**config.mk**
```make
export PLATFORM = sky130hd
export DESIGN_NAME = gcd_iter
export DESIGN_NICKNAME = d
export VERILOG_FILES = /design/src/rtl/gcd_iter.sv
export SDC_FILE = /design/constraint.sdc
export NUM_CORES = 1
export LEC_CHECK = 0
export BUFFER_PORTS_ARGS = -buffer_cell sky130_fd_sc_hd__buf_2
export CORE_AREA = 4 4 102 104
export DETAILED_ROUTE_END_ITERATION = 6
export DIE_AREA = 0 0 106 108
export GPL_TIMING_DRIVEN = 0
export PLACE_DENSITY = 0.69
export SLEW_MARGIN = 0
export SYNTH_ARGS = -nofsm -noshare
export SYNTH_HDL_FRONTEND = slang
export SYNTH_SLANG_ARGS = --single-unit
export TNS_END_PERCENT = 100
```
**constraint.sdc**
```tcl
create_clock -name clk -period 3.65 [get_ports clk]
set_clock_uncertainty 0.15 [all_clocks]
set_input_delay 0.73 -clock clk [delete_from_list [all_inputs] [get_ports clk]]
set_output_delay 0.73 -clock clk [all_outputs]
set_load 0.05 [all_outputs]
```
**src/rtl/gcd_iter.sv**
```systemverilog
// Iterative GCD engine: subtractive Euclid or binary (Stein) algorithm, one step per clock,
// with valid/ready handshakes on the operand and result sides and a saturating cycle counter.
module gcd_iter #(
    parameter int WL = 8,
    parameter int CW = 16
) (
    input  logic          clk,
    input  logic          rst_b,
    input  logic          ops_val,
    output logic          ops_rdy,
    input  logic [WL-1:0] op_a,
    input  logic [WL-1:0] op_b,
    input  logic          mode,
    output logic          res_val,
    input  logic          res_rdy,
    output logic [WL-1:0] res,
    output logic [CW-1:0] res_cycles,
    output logic          busy
);

    // K counts common factors of two; it can never exceed WL-1 but is sized to hold WL.
    localparam int KW = $clog2(WL + 1);

    typedef enum logic [1:0] {
        S_IDLE = 2'd0,
        S_CALC = 2'd1,
        S_DONE = 2'd2
    } state_t;

    state_t          r_state;
    state_t          w_state_next;

    logic [WL-1:0]   r_a;
    logic [WL-1:0]   r_b;
    logic [KW-1:0]   r_k;
    logic [CW-1:0]   r_cnt;
    logic            r_mode;
    logic [WL-1:0]   r_res;
    logic [CW-1:0]   r_res_cycles;

    logic [WL-1:0]   w_a_next;
    logic [WL-1:0]   w_b_next;
    logic [KW-1:0]   w_k_next;
    logic [CW-1:0]   w_cnt_inc;
    logic [WL-1:0]   w_res_calc;
    logic            w_finish;
    logic            w_ops_fire;
    logic            w_res_fire;

    assign w_ops_fire = ops_val && ops_rdy;
    assign w_res_fire = res_val && res_rdy;
    assign w_cnt_inc  = (r_cnt == {CW{1'b1}}) ? r_cnt : r_cnt + CW'(1);

    // One algorithm step, evaluated every cycle; only committed while in CALC.
    always_comb begin
        w_a_next   = r_a;
        w_b_next   = r_b;
        w_k_next   = r_k;
        w_res_calc = r_res;
        w_finish   = 1'b0;
        if (!r_mode) begin
            if (r_b == '0) begin
                w_finish   = 1'b1;
                w_res_calc = r_a;
            end else if (r_a < r_b) begin
                w_a_next = r_b;
                w_b_next = r_a;
            end else begin
                w_a_next = r_a - r_b;
            end
        end else begin
            if (r_a == '0) begin
                w_finish   = 1'b1;
                w_res_calc = r_b << r_k;
            end else if (r_b == '0) begin
                w_finish   = 1'b1;
                w_res_calc = r_a << r_k;
            end else if (!r_a[0] && !r_b[0]) begin
                w_a_next = r_a >> 1;
                w_b_next = r_b >> 1;
                w_k_next = r_k + KW'(1);
            end else if (!r_a[0]) begin
                w_a_next = r_a >> 1;
            end else if (!r_b[0]) begin
                w_b_next = r_b >> 1;
            end else if (r_a >= r_b) begin
                w_a_next = r_a - r_b;
            end else begin
                w_b_next = r_b - r_a;
            end
        end
    end

    always_ff @(posedge clk or negedge rst_b) begin
        if (!rst_b) begin
            r_state <= S_IDLE;
        end else begin
            r_state <= w_state_next;
        end
    end

    always_comb begin
        w_state_next = r_state;
        case (r_state)
            S_IDLE:  if (w_ops_fire) w_state_next = S_CALC;
            S_CALC:  if (w_finish)   w_state_next = S_DONE;
            S_DONE:  if (w_res_fire) w_state_next = S_IDLE;
            default: w_state_next = S_IDLE;
        endcase
    end

    always_comb begin
        ops_rdy = (r_state == S_IDLE);
        res_val = (r_state == S_DONE);
        busy    = (r_state != S_IDLE);
    end

    // Operands latch only on the handshake; the result pair latches only on the finishing step.
    always_ff @(posedge clk or negedge rst_b) begin
        if (!rst_b) begin
            r_a          <= '0;
            r_b          <= '0;
            r_k          <= '0;
            r_cnt        <= '0;
            r_mode       <= 1'b0;
            r_res        <= '0;
            r_res_cycles <= '0;
        end else if (w_ops_fire) begin
            r_a    <= op_a;
            r_b    <= op_b;
            r_mode <= mode;
            r_k    <= '0;
            r_cnt  <= '0;
        end else if (r_state == S_CALC) begin
            r_a   <= w_a_next;
            r_b   <= w_b_next;
            r_k   <= w_k_next;
            r_cnt <= w_cnt_inc;
            if (w_finish) begin
                r_res        <= w_res_calc;
                r_res_cycles <= w_cnt_inc;
            end
        end
    end

    assign res        = r_res;
    assign res_cycles = r_res_cycles;

endmodule

```
Word level (Yosys, flattened, before mapping)
Index checks and enable logic that the tools add are counted.
W data, S select, Z words.
{"block": "op_classes", "n_shift": 2, "add_sub_neg": 4, "order_cmp": 2, "eq_ne": 15, "bitwise": 1, "mux": 42, "reduce_logical": 23}
{"op": "$mux W8", "count": 26}
{"op": "$mux W16", "count": 3}
{"op": "$mux W4", "count": 6}
{"op": "$add A16 B1 Y16 const B", "count": 1}
{"op": "$eq A16 B16 Y1 const B", "count": 1}
{"op": "$logic_not A8 Y1", "count": 2}
{"op": "$shl A8 B4 Y8", "count": 2}
{"op": "$sub A8 B8 Y8", "count": 2}
{"op": "$reduce_and A6 Y1", "count": 2}
{"op": "$reduce_bool A2 Y1", "count": 6}
{"op": "$reduce_and A5 Y1", "count": 2}
{"op": "$ne A3 B3 Y1 const B", "count": 3}
{"op": "$ge A8 B8 Y1", "count": 1}
{"op": "$lt A8 B8 Y1", "count": 1}
{"op": "$reduce_and A7 Y1", "count": 1}
{"op": "$mux W2", "count": 3}
{"op": "$ne A2 B2 Y1 const B", "count": 3}
{"op": "$ne A6 B2 Y1 const B", "count": 1}
{"op": "$ne A6 B6 Y1 const B", "count": 1}
{"op": "$pmux W2 S3", "count": 1}
{"op": "$reduce_and A3 Y1", "count": 2}
{"op": "$ne A5 B3 Y1 const B", "count": 1}
{"op": "$add A4 B1 Y4 const B", "count": 1}
{"op": "$ne A2 B1 Y1 const B", "count": 2}
{"op": "10 further kinds", "count": 15}
{"block": "word_totals", "regBits": 63, "word_cells": 99, "output_inout_bits": 27, "input_bits": 21}

Depth between registers and ports, before layout
{"block": "logic_depth", "depth_word": 10, "depth_mapped": 11, "mapped_depth_nobuf": 10}

Worst setup path after synthesis
No wires, ideal clock.
{"block": "synth_timing", "kind": "reg2reg", "startpoint": "reg r_a[0]", "endpoint": "reg r_a[1]", "slack_ps": 1026, "setup_time_ps": 136, "path_buffers": 0, "arrival_ps": 2339, "stages_incl_launch_ff": 11, "path_cell_list": "dfrtp_1 -> inv_1 -> ha_1 -> inv_1 -> fa_1 -> nand3_1 -> a21oi_2 -> nor2_2 -> mux2_1 -> a222oi_1 -> a31oi_1"}
{"block": "synth_via", "elab_chain_cells": 10}
{"item": "from (decl)", "line": "33", "source": "logic [WL-1:0] r_a;"}
{"item": "from (signal assigned)", "line": "129", "source": "r_a <= op_a;"}
{"item": "from (signal assigned)", "line": "135", "source": "r_a <= w_a_next;"}
{"item": "$sub A8 B8 Y8", "line": "69, 87"}
{"item": "$mux W8", "line": "86", "source": "end else if (r_a >= r_b) begin"}
{"item": "$mux W8", "line": "84", "source": "end else if (!r_b[0]) begin"}
{"item": "$mux W8", "line": "82", "source": "end else if (!r_a[0]) begin"}
{"item": "$mux W8", "line": "78", "source": "end else if (!r_a[0] && !r_b[0]) begin"}
{"item": "$mux W8", "line": "75", "source": "end else if (r_b == '0) begin"}
{"item": "$mux W8", "line": "72", "source": "if (r_a == '0) begin"}
{"item": "$mux W8", "line": "61", "source": "if (!r_mode) begin"}
{"item": "$mux W8", "line": "134", "source": "end else if (r_state == S_CALC) begin"}
{"item": "$mux W8", "line": "128", "source": "end else if (w_ops_fire) begin"}
Parallel ways exist; a longest one is shown, timed or not. The select of a mux whose other input is x is not followed.
A chain may end at the register's enable or synchronous reset.

Worst setup path after layout
Same ends and word-level chain as after synthesis.

==> results.yml <==
final_layout:
  area_delta_synth_final_pct: 12.9
  stdcell_area_um2: 5280
  n_antenna_cell: 0
  nNetsFinal: 643
  drive_gt1_frac: 0.179
placement:
  dpl_cell_area_um2: 5080
  dp_hpwl_mm: 9.76
  port_buffers: 47
  gp_congestion: 0.911
grt:
  grt_first_pass_wirelength_mm: 21.8
  grt_pass1_vias: 4203
  track_usage: 0.242
  antenna_found_initial: 0
  grt_max_degree: 64
  grt.overflow.total: 0
synth:
  synth_cells: 543
  yosysUniqueCellTypes: 76
  ys_seq_area_frac: 0.337
  synth_nets: 585
  async_flop_share: 1.00
  yosysWarnings: 0
  synth-edff-count: 0
  avgSynthCellArea_um2: 8.62
  synthFlopType: "dfrtp_1"
  syn_area_um2: 4680
  yosys_register_bits: 63
die:
  coreArea_um2: 9550
  die-area_um2: 11400
  fp.dieW_um: 106
  rows: 36
  start_util: 0.490
  boundaryPins: 48
  die_h_um: 108
hold_path:
  hold_path.class: "in -> async"
worst_setup_path:
  crit_fanout: 9
  worst-setup-path-type: "reg -> reg"
  worstPathArrival_ns: 3.07
  endpoint_kind: "register"
  start_kind: "register"
  reg2reg_depth: 10
  critPathRequiredTime_ns: 3.74
power:
  combinationalPowerShare: 0.640
  clockPowerShare: 0.116
  switchingPower_mw: 2.91
  ir_drop_mv: 0.590
  intPower_mw: 2.64
  power.density_nw_per_um2: 1050
  p_sw_frac: 0.524
  p_leak_nw: 2.32
  pwr-share-seq: 0.245
detailed_routing:
  drt_iter0_drc: 317
  drtPass1Iterations: 4
  postRouteAntennaNets: 0
  drc: 0
  num_vias: 4321
  vias_per_cell: 5.86
  totalWireLength_mm: 13.2
  wl_per_cell_um: 17.9
clocking:
  cts_tree: "yes"
  cts_max_level: 3
  ctsHoldBuffers: 0
  cts_root_buf: "clkbuf_8"
  post_cts_buffers: 0
  clk-insertion-delay-late_ns: 0.36
  cts.clk_slew.worst_paths_ns: 0.08
  clockBufferDepth: 2
  cts_resized: 0
  cts.sink_count: 63
  cts_made_buffers: 9
run:
  drv_cap: 0
timing:
  tns_ns: 0
  fin_crit_sh: 0.815
  setup_violations: 0
  finalHoldViolCount: 0
  max_freq_mhz: 336
  final_max_slew_viol_count: 0
  worst_pin_slew_ns: 0.845
  rsz0062_at_grt: "no"
  slew-limit-headroom: 0.436
  period_needed_ns: 2.97
run_status:
  outcome: "completed"
synth_stat cells (3+ instances only):
library cell  instances  area, µm²
a211oi_2              3       37.5
nand4_1               6       37.5
a211oi_1             10       75.1
nor2_1               50        188
mux2_2                3       33.8
mux2i_1              10        100
inv_1                25       93.8
o31ai_1               6       45.0
nor4_1                3       18.8
a31oi_1              22        138
a21o_1                4       30.0
nand2_1              55        206
nor4_4                3       63.8
and2_1                6       37.5
o21bai_1              3       22.5
nand2b_1             10       62.6
nor2b_1               9       56.3
xor2_1               13        114
o21ai_0              35        175
clkbuf_1             12       45.0
a21oi_2               5       43.8
nor3_1               11       55.1
nand3_1              10       50.1
ha_1                 19        238
xnor2_1              12        105
a41oi_1               4       35.0
o21a_1                3       22.5
nor4b_1               3       26.3
and3_1                7       43.8
dfrtp_1              63       1580
a311oi_1              4       35.0
buf_2                13       65.1
a21oi_1              39        195
per-layer routing:
metal  routed length, µm  up-vias  GRT usage
li1                    -     2096          -
met1                5750     2059      0.300
met2                6440      137      0.424
met3                 590       29     0.0299
met4                 419        0      0.108
met5                   0        -          0
power by group through the flow:
stage	logic, mW	registers, mW	clock network [mW]
5_1_grt	3.90	1.39	0.681
3_5_place_dp	3.49	1.35	0
6_report	3.55	1.36	0.643
3_3_place_gp	3.44	1.34	0
2_1_floorplan	2.48	1.53	0
4_1_cts	3.52	1.34	0.655
worst paths after layout:
path,start,to,slack [ns]
max,r_a[0],r_a[1],0.68
min in group clk,res_cycles[2],res_cycles[2],0.32
min,rst_b,res_cycles[6],0.29
max reg2reg,r_a[0],r_a[1],0.68
max in group asynchronous,rst_b,res_cycles[4],2.47
min reg2reg,res_cycles[2],res_cycles[2],0.32
through the flow:
step | util | instances | setup WS (ns) | hold WS (ns) | total power [mW]
floorplan | - | 543 | 1.03 | 0.284 | 4.01
global placement | 0.532 | 723 | 0.763 | 0.306 | 4.79
detailed placement | 0.532 | 723 | 0.757 | 0.312 | 4.84
CTS | 0.553 | 738 | 0.708 | 0.331 | 5.52
global route | 0.553 | 738 | 0.516 | 0.354 | 5.97
finish | 0.553 | 738 | 0.677 | 0.294 | 5.55
final cells by class:
cell class	instances	area [µm²]
Inverter	25	93.8
Multi-Input combinational cell	426	2870
Clock buffer	12	155
Buffer	29	144
Sequential cell	63	1580
Fill cell	954	4270
Clock inverter	3	42.5
Timing Repair Buffer	47	238
Tap cell	133	166
registers in the layout, indices dropped and copies added, names as in the netlist:
name	count
res	8
r_b	8
r_state	2
r_k	4
r_mode	1
res_cycles	16
r_cnt	16
r_a	8
critical path, stage by stage (launching register included):
cell	delay (ns)
dfrtp_1	0.54
inv_1	0.17
ha_1	0.16
inv_1	0.06
fa_1	0.40
nand3_1	0.17
a21oi_2	0.11
nor2_2	0.30
mux2_1	0.36
a222oi_1	0.31
a31oi_1	0.12
cells by family (layout without fill, tap and decap cells):
kind of cell / count (synthesis) / count (layout) / synth area share
simple gates: 197 / 197 / 0.223
compound gates: 169 / 169 / 0.252
flops: 63 / 63 / 0.337
buf+inv: 54 / 116 / 0.0508
xor+xnor: 25 / 25 / 0.0468
fa+ha+maj: 21 / 21 / 0.0593
mux: 14 / 14 / 0.0310
cells in the final DEF (no fill, tap or decap), types with 4 or more instances in the layout:
cell       n
a311oi_1   4
o31ai_1    6
a21o_1     4
ha_1      19
a211oi_1  10
nand2b_1  10
and2_1     6
nand4_1    6
nand3_1   10
nor2_1    50
nor3_1    11
xor2_1    13
a21oi_2    5
clkbuf_1  13
nor2b_1    9
mux2i_1   10
a21oi_1   39
buf_2     59
dfrtp_1   63
o21ai_0   35
and3_1     7
xnor2_1   12
a41oi_1    4
inv_1     25
clkbuf_8  11
nand2_1   55
a31oi_1   22
No activity file was read; power rests on OpenSTA's default activity.
